## config.mk

```make
export PLATFORM = sky130hd
export DESIGN_NAME = output_interface
export DESIGN_NICKNAME = d
export VERILOG_FILES = /design/src/rtl/noc_pkg.sv /design/src/rtl/rr_arbiter.sv /design/src/rtl/output_interface.sv
export SDC_FILE = /design/constraint.sdc
export NUM_CORES = 1
export LEC_CHECK = 0
export BUFFER_PORTS_ARGS = -buffer_cell sky130_fd_sc_hd__buf_4
export CAP_MARGIN = 20
export CORE_AREA = 3 3 152 154
export CTS_CLUSTER_DIAMETER = 40
export DETAILED_ROUTE_END_ITERATION = 10
export DIE_AREA = 0 0 155 157
export HOLD_SLACK_MARGIN = 0.02
export PLACE_DENSITY = 0.55
export SYNTH_ARGS = -nofsm -noshare
export SYNTH_HDL_FRONTEND = slang
export SYNTH_HIERARCHICAL = 1
export SYNTH_SLANG_ARGS = --single-unit
```

## constraint.sdc

```tcl
create_clock -name clk -period 3.9 [get_ports clk]
set_clock_uncertainty 0.2 [all_clocks]
set_input_delay 0.585 -clock clk [delete_from_list [all_inputs] [get_ports clk]]
set_output_delay 0.585 -clock clk [all_outputs]
set_load 0.02 [all_outputs]
```

## src/rtl/noc_pkg.sv

```systemverilog
// Shared mesh-router definitions: direction one-hots, port count, flit type,
// output-port state encoding and a highest-index-first one-hot picker.
package noc_pkg;

    localparam int NUM_PORTS = 5;
    localparam int FLIT_W    = 64;

    localparam logic [NUM_PORTS-1:0] DIR_L  = 5'b10000;
    localparam logic [NUM_PORTS-1:0] DIR_R  = 5'b01000;
    localparam logic [NUM_PORTS-1:0] DIR_U  = 5'b00100;
    localparam logic [NUM_PORTS-1:0] DIR_D  = 5'b00010;
    localparam logic [NUM_PORTS-1:0] DIR_PE = 5'b00001;

    typedef logic [FLIT_W-1:0] flit_t;

    typedef enum logic {
        EMPTY  = 1'b0,
        ACTIVE = 1'b1
    } oi_state_t;

    // Highest set bit wins, which is also the fixed L > R > U > D > PE order.
    function automatic logic [NUM_PORTS-1:0] msb_onehot(input logic [NUM_PORTS-1:0] v);
        logic [NUM_PORTS-1:0] r;
        logic                 found;
        r     = '0;
        found = 1'b0;
        for (int i = NUM_PORTS - 1; i >= 0; i--) begin
            if (!found && v[i]) begin
                r[i]  = 1'b1;
                found = 1'b1;
            end
        end
        return r;
    endfunction

endpackage

```

## src/rtl/rr_arbiter.sv

```systemverilog
// Five-input arbiter for one output port. With OI_RR_ARB_EN defined it is
// round-robin (search from rr_ptr toward lower index, wrapping PE->L); otherwise fixed L-first.
module rr_arbiter
    import noc_pkg::*;
(
    input  logic                 clk,
    input  logic                 rst,
    input  logic [NUM_PORTS-1:0] req,
    input  logic                 en,
    output logic [NUM_PORTS-1:0] grant
);

    logic [NUM_PORTS-1:0] pick;

`ifdef OI_RR_ARB_EN
    logic [NUM_PORTS-1:0] rr_ptr;
    logic [NUM_PORTS-1:0] mask;
    logic [NUM_PORTS-1:0] req_hi;

    // Bits at or below the pointer are searched first; anything above is the wrap.
    assign mask   = rr_ptr | (rr_ptr - 5'd1);
    assign req_hi = req & mask;
    assign pick   = (|req_hi) ? msb_onehot(req_hi) : msb_onehot(req);

    always_ff @(posedge clk) begin
        if (!rst) begin
            rr_ptr <= DIR_L;
        end else if (|grant) begin
            rr_ptr <= {grant[0], grant[NUM_PORTS-1:1]};
        end
    end
`else
    logic unused_clk_rst;

    assign unused_clk_rst = clk ^ rst;
    assign pick           = msb_onehot(req);
`endif

    assign grant = en ? pick : '0;

endmodule

```

## src/rtl/output_interface.sv

```systemverilog
// One output port of the mesh router: arbitrates input requests into a small
// FIFO and drives flits downstream under so/ro. OI_RR_ARB_EN selects round-robin arbitration.
module output_interface
    import noc_pkg::*;
#(
    parameter int                   DATA_WIDTH   = 64,
    parameter logic [NUM_PORTS-1:0] DIRECTION    = DIR_L,
    parameter int                   BUFFER_DEPTH = 1
) (
    input  logic                            clk,
    input  logic                            rst,
    input  logic [NUM_PORTS-1:0]            req_in,
    input  logic [NUM_PORTS*DATA_WIDTH-1:0] data_in,
    output logic [NUM_PORTS-1:0]            buf_clear,
    input  logic                            ro,
    output logic                            so,
    output logic [DATA_WIDTH-1:0]           datao
);

    localparam int PW    = $clog2(BUFFER_DEPTH) + 1;
    localparam int IW    = (BUFFER_DEPTH > 1) ? $clog2(BUFFER_DEPTH) : 1;
    localparam int MEM_N = 1 << IW;

    logic [NUM_PORTS-1:0]  req_eff;
    logic [NUM_PORTS-1:0]  grant;
    logic [DATA_WIDTH-1:0] win_data;
    logic [DATA_WIDTH-1:0] mem [MEM_N];
    logic [PW-1:0]         wr_ptr, rd_ptr, count;
    logic                  full, pop, accept;
    oi_state_t             state, state_nxt;

    function automatic logic [PW-1:0] ptr_inc(input logic [PW-1:0] p);
        return (p == PW'(BUFFER_DEPTH - 1)) ? '0 : p + PW'(1);
    endfunction

    assign req_eff = req_in & ~DIRECTION;
    assign full    = (count == PW'(BUFFER_DEPTH));
    assign so      = (state == ACTIVE);
    assign pop     = so & ro;
    // Capture is allowed while full when the head leaves on the same edge.
    assign accept  = rst & (|req_eff) & (!full | pop);

    rr_arbiter u_arb (
        .clk   (clk),
        .rst   (rst),
        .req   (req_eff),
        .en    (accept),
        .grant (grant)
    );

    assign buf_clear = grant;

    always_comb begin
        win_data = '0;
        for (int k = 0; k < NUM_PORTS; k++) begin
            if (grant[k]) win_data = data_in[k*DATA_WIDTH +: DATA_WIDTH];
        end
    end

    always_ff @(posedge clk) begin
        if (!rst) begin
            wr_ptr <= '0;
            rd_ptr <= '0;
            count  <= '0;
            for (int i = 0; i < MEM_N; i++) mem[i] <= '0;
        end else begin
            if (accept) begin
                mem[wr_ptr[IW-1:0]] <= win_data;
                wr_ptr              <= ptr_inc(wr_ptr);
            end
            if (pop) rd_ptr <= ptr_inc(rd_ptr);
            case ({accept, pop})
                2'b10:   count <= count + PW'(1);
                2'b01:   count <= count - PW'(1);
                default: count <= count;
            endcase
        end
    end

    always_ff @(posedge clk) begin
        if (!rst) state <= EMPTY;
        else      state <= state_nxt;
    end

    always_comb begin
        state_nxt = state;
        case (state)
            EMPTY:   if (accept) state_nxt = ACTIVE;
            ACTIVE:  if (pop && !accept && count == PW'(1)) state_nxt = EMPTY;
            default: state_nxt = EMPTY;
        endcase
    end

    assign datao = mem[rd_ptr[IW-1:0]];

endmodule

```

==> results.toml, run 1 <==
[sta]
worstMarginPinSlew_ns = 0.990
post-route-min-period_ns = 3.58
fin_worst_hold_slack_ns = 0.326
timing.max_slew.rel_slack = 0.338
unrepaired_setup_endpoints_after_global_routing = "false"
timing_max_transition_violations_final = 0
fin_crit_sh = 0.918
postLayoutSetupSlackWorst_ns = 0.321
sum_of_negative_setup_slack_ns = 0
achievable-frequency_mhz = 279
setup_viol = 0
final_hold_viol_count = 0

[clock_network]
clock_tree.htree_level_count = 3
number_of_buffers_on_the_longest_clock_path = 2
cts.repair.resized = 0
cts.reportedPaths.clkPinSlew_ns = 0.06
post_cts.repair.setup_buffers = 0
clk_latency_ns = 0.33
cts_made_buffers = 9
clock-sinks = 66
clockRootBuffer = "sky130_fd_sc_hd__clkbuf_16"
cts_hold_buffers = 0
tritoncts = "built"

[layout]
layout_commonest_cell = "sky130_fd_sc_hd__buf_4"
synthToLayoutAreaGrowth_pct = 65.2
multi_input_area_um2 = 2750
final_area_um2 = 8710
final_cells = 1240
nFillCells = 2251
finalCoreUtilization = 0.399
final_cell_mix = "sky130_fd_sc_hd__buf_4, sky130_fd_sc_hd__nand2_1, sky130_fd_sc_hd__inv_1, sky130_fd_sc_hd__a21oi_1"
sequential_cell_area_um2 = 1960
diodes = 0
final_layout_size_suffix_gt1_frac = 0.516
nNetsFinal = 1284

[floorplan]
fp_rows = 54
floorplan.die.height_um = 157
floorplan.initialDensity = 0.242
die-width_um = 155
floorplan.core_area_um2 = 21800
dieArea_um2 = 24300
floorplan.io_pins = 398

[power_and_ir_drop]
power.static_leakage_nw = 4.17
worst_ir_drop_vdd_v = 0.000206
power.total_mw = 2.81
power.density_nw_per_um2 = 323

[drt]
routed-wl-met2_um = 12100
drt_first_pass_iters = 5
initialDrtViolationCount = 353
route.detailed.drc = 0
wl_met1_um = 9790
route.antenna.remaining_nets = 0
met3_length_um = 1440
topRoutingLayerUsed = "met4"
num_vias = 6189
totalWireLength_um = 24100
via_per_inst = 4.99
detail_route.wl_per_cell_um = 19.4

[grt]
vias_in_the_first_global_route = 5927
grt_max_degree = 127
gr-total-overflow = 0
grt_first_pass_wirelength_um = 34500
grt_use_total = 0.181
grt_antenna_before_repair = 0

[setup_path]
worst_path_largest_cell_delay_ns = 0.76
reg2reg_path_depth = 8
crit_fanout = 61
crit-reg2reg-launch = "so"
worst_setup_path_end_kind = "output port"
ff2ff_setup_slack_ns = 0.73
critical_path_required_ns = 3.12
critPathTopFamily = "simple AND/OR/NAND/NOR gates"
worstPathArrival_ns = 2.79
path_class = "reg -> out"
worst_path_max_delay_cell = "sky130_fd_sc_hd__nor2_4"
crit_start_category = "flip-flop"
critical_path.cell_chain = "a21bo_2, nand3_4, inv_6, nand2_1, nor2_4, buf_12, buf_4"
rr_endpoint = "mem[0][27]"
timing.critical_path.buf_inv = 3

[hold_path]
hold_class = "in -> reg"
worstHoldStart = "rst"
timing.hold.worst_endpoint = "count"
timing.hold.worst_path_depth = 2

[synthesis]
synth.lib_cells_used.distinct = 30
synthesis.instances = 604
synthArstFlopShare = 0
flip_flop_cell_with_the_highest_count_after_synthesis = "sky130_fd_sc_hd__edfxtp_1"
synth_enable_flop_cells = 64
average_cell_area_after_synthesis_um2 = 8.73
ys.warnings.count = 6
ys_seq_area_frac = 0.372
synth.cell_area_um2 = 5270
ys_seq_elements = 66

[outcome]
outcome = "complete, no violations"

[placement]
post_dp_cell_area_um2 = 8430
place.detailed.instances = 1224
detailedPlace.worstSlack_ns = 0.368
io_buffer_count = 395
dp_hpwl_um = 17800
placer_congestion = 0.860

[run]
drv.max_cap_violation_count = 0
-- worst reg2reg max path: cells and delay by family, from the launching register on --
family,cells,cell delay [ns]
compound gates,3,0.62
buf+inv,2,0.73
flops,1,0.39
simple gates,3,1.03
-- state kept, by name (all words and copies together) (netlist names) --
signal and flops:
mem 64, count 1, so 1
-- per-layer routing --
metal | vias up | GRT usage
met1 | 2933 | 0.223
met2 | 241 | 0.313
met4 | 0 | 0.0643
li1 | 2972 | -
met5 | - | 0
met3 | 43 | 0.0366
-- cell type report --
class | instances | area share
repair buffers | 406 | 0.357
multi-input cells | 405 | 0.315
flip-flops and latches | 66 | 0.225
well taps | 280 | 0.0402
clock buffers | 14 | 0.0315
inverters | 67 | 0.0294
clock inverters | 2 | 0.00144
-- how the worst max path moves through the flow --
stage          startpoint  slack [ns]      endpoint  cells after the start
2_1_floorplan   req_in[1]        0.68     mem[0][0]                      3
3_3_place_gp    req_in[3]        0.34  buf_clear[3]                      8
3_5_place_dp    req_in[3]        0.37  buf_clear[3]                      8
4_1_cts                so        0.29  buf_clear[3]                      7
5_1_grt                so        0.07  buf_clear[3]                      7
6_report               so        0.32  buf_clear[3]                      7
-- power by group --
part           total, mW  internal (mW)  switching [mW]
combinational       1.05          0.504           0.543
clock              0.795          0.483           0.312
sequential         0.969          0.931          0.0384
-- cells by family (layout without fill, tap and decap cells) --
| family | Yosys count | in the layout | share of synthesized area |
|---|---|---|---|
| flip-flops | 66 | 66 | 0.372 |
| XOR/XNOR | 1 | 1 | 0.00166 |
| AND/OR/NAND/NOR | 204 | 204 | 0.201 |
| AO/OA/AOI/OAI | 196 | 196 | 0.309 |
| adder cells (fa/ha/maj) | 1 | 1 | 0.00237 |
| buffers and inverters | 135 | 489 | 0.113 |
| other | 1 | 3 | 0.000711 |
-- synthesized netlist by cell type, types with 2 or more instances --
library cell	count	area, µm²
sky130_fd_sc_hd__edfxtp_1	64	1920
sky130_fd_sc_hd__a221oi_1	64	561
sky130_fd_sc_hd__buf_2	31	155
sky130_fd_sc_hd__nand3b_1	64	480
sky130_fd_sc_hd__dfxtp_1	2	40.0
sky130_fd_sc_hd__inv_1	65	244
sky130_fd_sc_hd__clkbuf_1	31	116
sky130_fd_sc_hd__a21oi_1	65	325
sky130_fd_sc_hd__nand2_1	128	480
sky130_fd_sc_hd__and4b_1	2	20.0
sky130_fd_sc_hd__o221a_2	63	709
sky130_fd_sc_hd__buf_6	6	67.6
sky130_fd_sc_hd__and2_1	2	12.5
Note: power is estimated with default switching activity, not from simulation.
==> run 2, diff against run 1 <==
ABC_AREA = 1   (was default)
PLACE_DENSITY = 0.6   (was 0.55)
==> results.toml, run 2 <==
[outcome]
outcome = "complete, no violations"

[layout]
final_area_um2 = 9610
final_cell_mix = "sky130_fd_sc_hd__buf_4, sky130_fd_sc_hd__nand2_1, sky130_fd_sc_hd__a21oi_1"
final_cells = 1512
top_register = "mem"
layout_commonest_cell = "sky130_fd_sc_hd__buf_4"
largest_reg_flops = 64
finalCoreUtilization = 0.440
nNetsFinal = 1555
nFillCells = 2293
sequential_cell_area_um2 = 1960
final_layout_size_suffix_gt1_frac = 0.448
synthToLayoutAreaGrowth_pct = 47.9
multi_input_area_um2 = 3350

[sta]
sum_of_negative_setup_slack_ns = 0
postLayoutSetupSlackWorst_ns = 0.907
final_hold_viol_count = 0
fin_crit_sh = 0.767
post-route-min-period_ns = 2.99
fin_worst_hold_slack_ns = 0.295
timing.max_slew.rel_slack = 0.367
timing_max_transition_violations_final = 0
setup_viol = 0
achievable-frequency_mhz = 334
worstMarginPinSlew_ns = 0.950
unrepaired_setup_endpoints_after_global_routing = "false"

[placement]
placer_congestion = 0.833
place.detailed.instances = 1495
detailedPlace.worstSlack_ns = 0.970
dp_hpwl_um = 18400
io_buffer_count = 395
post_dp_cell_area_um2 = 9290

[synthesis]
synth.most_common_cell = "sky130_fd_sc_hd__nand2_1"
ys.warnings.count = 6
post_synth_most_frequent_cells = "sky130_fd_sc_hd__nand2_1, sky130_fd_sc_hd__a21oi_1, sky130_fd_sc_hd__inv_1"
ys_seq_elements = 66
synth.lib_cells_used.distinct = 25
synth_area_leaders = "sky130_fd_sc_hd__edfxtp_1, sky130_fd_sc_hd__a21oi_2, sky130_fd_sc_hd__nand2_1"
average_cell_area_after_synthesis_um2 = 7.32
ys_seq_area_frac = 0.302
post-synth-top-area-fraction = 0.296
synth.cell_area_um2 = 6490
synth_enable_flop_cells = 64
flip_flop_cell_with_the_highest_count_after_synthesis = "sky130_fd_sc_hd__edfxtp_1"
synthesis.instances = 887
synthArstFlopShare = 0
synth_top_area_cell = "sky130_fd_sc_hd__edfxtp_1"

[clock_network]
tritoncts = "built"
clock-sinks = 66
clockRootBuffer = "sky130_fd_sc_hd__clkbuf_16"
cts_hold_buffers = 0
clk_latency_ns = 0.32
post_cts.repair.setup_buffers = 0
cts_made_buffers = 9
number_of_buffers_on_the_longest_clock_path = 2
cts.reportedPaths.clkPinSlew_ns = 0.05
clock_tree.htree_level_count = 3
cts.repair.resized = 0

[grt]
vias_in_the_first_global_route = 7084
use_met3 = 0.0437
grt.met1_usage = 0.246
grt_max_degree = 130
grt_first_pass_wirelength_um = 39300
use_met2 = 0.351
top_usage_layer = "met2"
gr-total-overflow = 0
grt_use_total = 0.202
grt_antenna_before_repair = 1

[setup_path]
worstPathArrival_ns = 2.21
crit_start_category = "flip-flop"
path_class = "reg -> out"
ff2ff_setup_slack_ns = 1.25
crit-reg2reg-launch = "so"
critical_path_required_ns = 3.12
crit_fanout = 65
worst_setup_path_end_kind = "output port"
timing.critical_path.from = "so"

[floorplan]
fp_rows = 54
floorplan.io_pins = 398
die-width_um = 155
dieArea_um2 = 24300
floorplan.initialDensity = 0.298
floorplan.core_area_um2 = 21800
floorplan.die.height_um = 157

[drt]
route.antenna.remaining_nets = 0
via_per_inst = 4.87
totalWireLength_um = 26400
drt_first_pass_iters = 5
initialDrtViolationCount = 482
num_vias = 7360
detail_route.wl_per_cell_um = 17.4
route.detailed.drc = 0

[hold_path]
hold_class = "reg -> reg"
worstHoldStart = "so"

[power_and_ir_drop]
power.static_leakage_nw = 4.69
worst_ir_drop_vdd_v = 0.000152
power.total_mw = 2.77
power.density_nw_per_um2 = 288

[run]
drv.max_cap_violation_count = 0
==> run 2: cell families (layout without fill, tap and decap cells) <==
family / count (synthesis) / count (layout) / synth area share
and+or+nand+nor: 340 / 340 / 0.237
adders and majority gates: 1 / 1 / 0.00193
other: 1 / 5 / 0.000577
DFF: 66 / 66 / 0.302
buffers and inverters: 220 / 561 / 0.190
AOI/OAI and AO/OA: 259 / 259 / 0.269
==> run 2: path summary, 6_finish.rpt <==
path | end | depth (start not counted)
setup / recovery | buf_clear[1] | 8
hold / removal | so | 2
setup reg to reg | mem[0][62] | 10
hold reg to reg | so | 2
==> run 2: where the power goes <==
group | switching, mW | leakage (nW) | internal [mW]
combinational | 0.531 | 3.84 | 0.443
clock | 0.327 | 0.143 | 0.559
sequential | 0.0268 | 0.710 | 0.882
==> run 2: final cells by class <==
cell class                 count  area share
clock buffer                  11      0.0242
antenna                        1    0.000260
tap                          280      0.0365
inverter                     136      0.0531
multi-input combinational    604       0.349
timing repair buffer         409       0.325
clock inverter                 5     0.00821
sequential                    66       0.204
==> run 2: critical path, cell delays in order, from the launching register on <==
cell and delay (ns):
sky130_fd_sc_hd__dfxtp_1 0.39, sky130_fd_sc_hd__nand2_2 0.09, sky130_fd_sc_hd__nand2_2 0.07, sky130_fd_sc_hd__nand3_2 0.14, sky130_fd_sc_hd__inv_1 0.17, sky130_fd_sc_hd__nand2_1 0.11
sky130_fd_sc_hd__nor2_4 0.15, sky130_fd_sc_hd__buf_12 0.32, sky130_fd_sc_hd__buf_4 0.25
==> run 2: routing by layer <==
| layer | up-vias | share of wire |
|---|---|---|
| li1 | 3650 | - |
| met1 | 3362 | 0.39 |
| met2 | 311 | 0.50 |
| met3 | 37 | 0.080 |
| met4 | 0 | 0.027 |
| met5 | - | 0 |
==> run 3, diff against run 2 <==
PLACE_DENSITY = 0.63   (was 0.6)
clock period = 2.7 ns   (was 3.9 ns; I/O delays follow)
==> results.toml, run 3 (synthesis results as in run 2) <==
[outcome]
outcome = "complete, no violations"

[layout]
diodes = 0
nNetsFinal = 1575
largest_reg_flops = 64
top_register = "mem"
finalCoreUtilization = 0.452
final_cell_mix = "sky130_fd_sc_hd__buf_4, sky130_fd_sc_hd__nand2_1, sky130_fd_sc_hd__a21oi_1"
synthToLayoutAreaGrowth_pct = 52.1
final_layout_size_suffix_gt1_frac = 0.457
layout_commonest_cell = "sky130_fd_sc_hd__buf_4"

[sta]
setup_viol = 0
achievable-frequency_mhz = 394
sum_of_negative_setup_slack_ns = 0
worstMarginPinSlew_ns = 0.875
fin_crit_sh = 0.941
fin_worst_hold_slack_ns = 0.241
unrepaired_setup_endpoints_after_global_routing = "false"
post-route-min-period_ns = 2.54
timing_max_transition_violations_final = 0
final_hold_viol_count = 0
timing.max_slew.rel_slack = 0.417

[power_and_ir_drop]
power.density_nw_per_um2 = 410
worst_ir_drop_vdd_v = 0.000241
power.static_leakage_nw = 4.82

[drt]
totalWireLength_um = 26700
detail_route.wl_per_cell_um = 17.5
route.detailed.drc = 0
drt_first_pass_iters = 4
route.antenna.remaining_nets = 0
num_vias = 7536
initialDrtViolationCount = 472
via_per_inst = 4.92

[setup_path]
critical_path.cell_chain = "nand2_2, nand2_2, nand3_2, inv_1, buf_4, nand2_1, nor3_4, buf_12, buf_4, buf_4"
critical_path_required_ns = 2.10
ff2ff_setup_slack_ns = 0.28
crit_fanout = 17
worst_path_max_delay_cell = "sky130_fd_sc_hd__dfxtp_1"
crit_start_category = "flip-flop"
path_class = "reg -> out"
worst_setup_path_end_kind = "output port"
worstPathArrival_ns = 1.94
crit_path_frequent_cell = "sky130_fd_sc_hd__buf_4"
worst_path_largest_cell_delay_ns = 0.34

[clock_network]
clock-sinks = 66
clock_tree.htree_level_count = 3
cts.reportedPaths.clkPinSlew_ns = 0.06
clk_latency_ns = 0.33
number_of_buffers_on_the_longest_clock_path = 2
tritoncts = "built"
cts_made_buffers = 9
clockRootBuffer = "sky130_fd_sc_hd__clkbuf_16"

[floorplan]
floorplan.initialDensity = 0.298
floorplan.io_pins = 398
fp_rows = 54
die-width_um = 155
floorplan.die.height_um = 157
dieArea_um2 = 24300
floorplan.core_area_um2 = 21800

[placement]
dp_hpwl_um = 19100
io_buffer_count = 395
placer_congestion = 0.869

[grt]
grt_first_pass_wirelength_um = 39200
vias_in_the_first_global_route = 7237
grt_antenna_before_repair = 0
grt_use_total = 0.202
gr-total-overflow = 0
grt_max_degree = 130

[run]
drv.max_cap_violation_count = 0

[hold_path]
hold_class = "in -> reg"
[run 3: cell count changes in the layout (fill, tap and decap cells not counted), sizes merged]
cell / before / now
buf: 409 / 428
clkbuf: 11 / 12
nor2: 6 / 7
clkinvlp: 2 / 1
diode: 1 / 0
[run 3: metal layers]
metal | GRT usage | wire, µm
met2 | 0.351 | 13400
met4 | 0.0732 | 667
met5 | 0 | 0
met3 | 0.0492 | 2380
met1 | 0.244 | 10300
[run 3: area by class of cell]
class	instances	area, µm²
sequential	66	1960
clock inverter	4	76.3
fill	2199	11900
tap	280	350
inverter	136	510
clock buffer	12	236
timing repair buffer	428	3380
multi-input combinational	605	3360
[run 3: worst paths after layout]
path,cells after the start,end,startpoint
worst max register to register,13,mem[0][6],so
worst max-delay path,10,buf_clear[2],so
worst min register to register,2,count,count
worst min-delay path,3,mem[0][28],data_in[220]
[run 3: critical path: cells and delay by family, from the launching register on]
| kind | cells | cell delay, ns |
|---|---|---|
| buffers and inverters | 5 | 0.81 |
| DFF | 1 | 0.34 |
| and+or+nand+nor | 5 | 0.45 |
[run 3: report_power, final]
part | internal, mW | switching, mW
clock network | 0.813 | 0.472
registers | 1.27 | 0.0392
logic | 0.673 | 0.782
total | 2.76 | 1.29
[run 3: through the flow]
stage	cells	instance area (µm²)	power [mW]	setup slack, ns
3_5_place_dp	1512	9520	2.77	-0.225
5_1_grt	1531	9870	4.25	0.0225
6_report	1531	9870	4.05	0.160
4_1_cts	1530	9850	4.07	0.117
3_3_place_gp	1512	9520	2.75	-0.196
2_1_floorplan	890	6510	2.12	0.166
[run 3: repair_timing]
item                                    4_1_cts  5_1_grt
gates resized for setup                       0        0
endpoints found under the setup margin       62        0
buffers inserted                              1        0
hold buffers                                  0        0
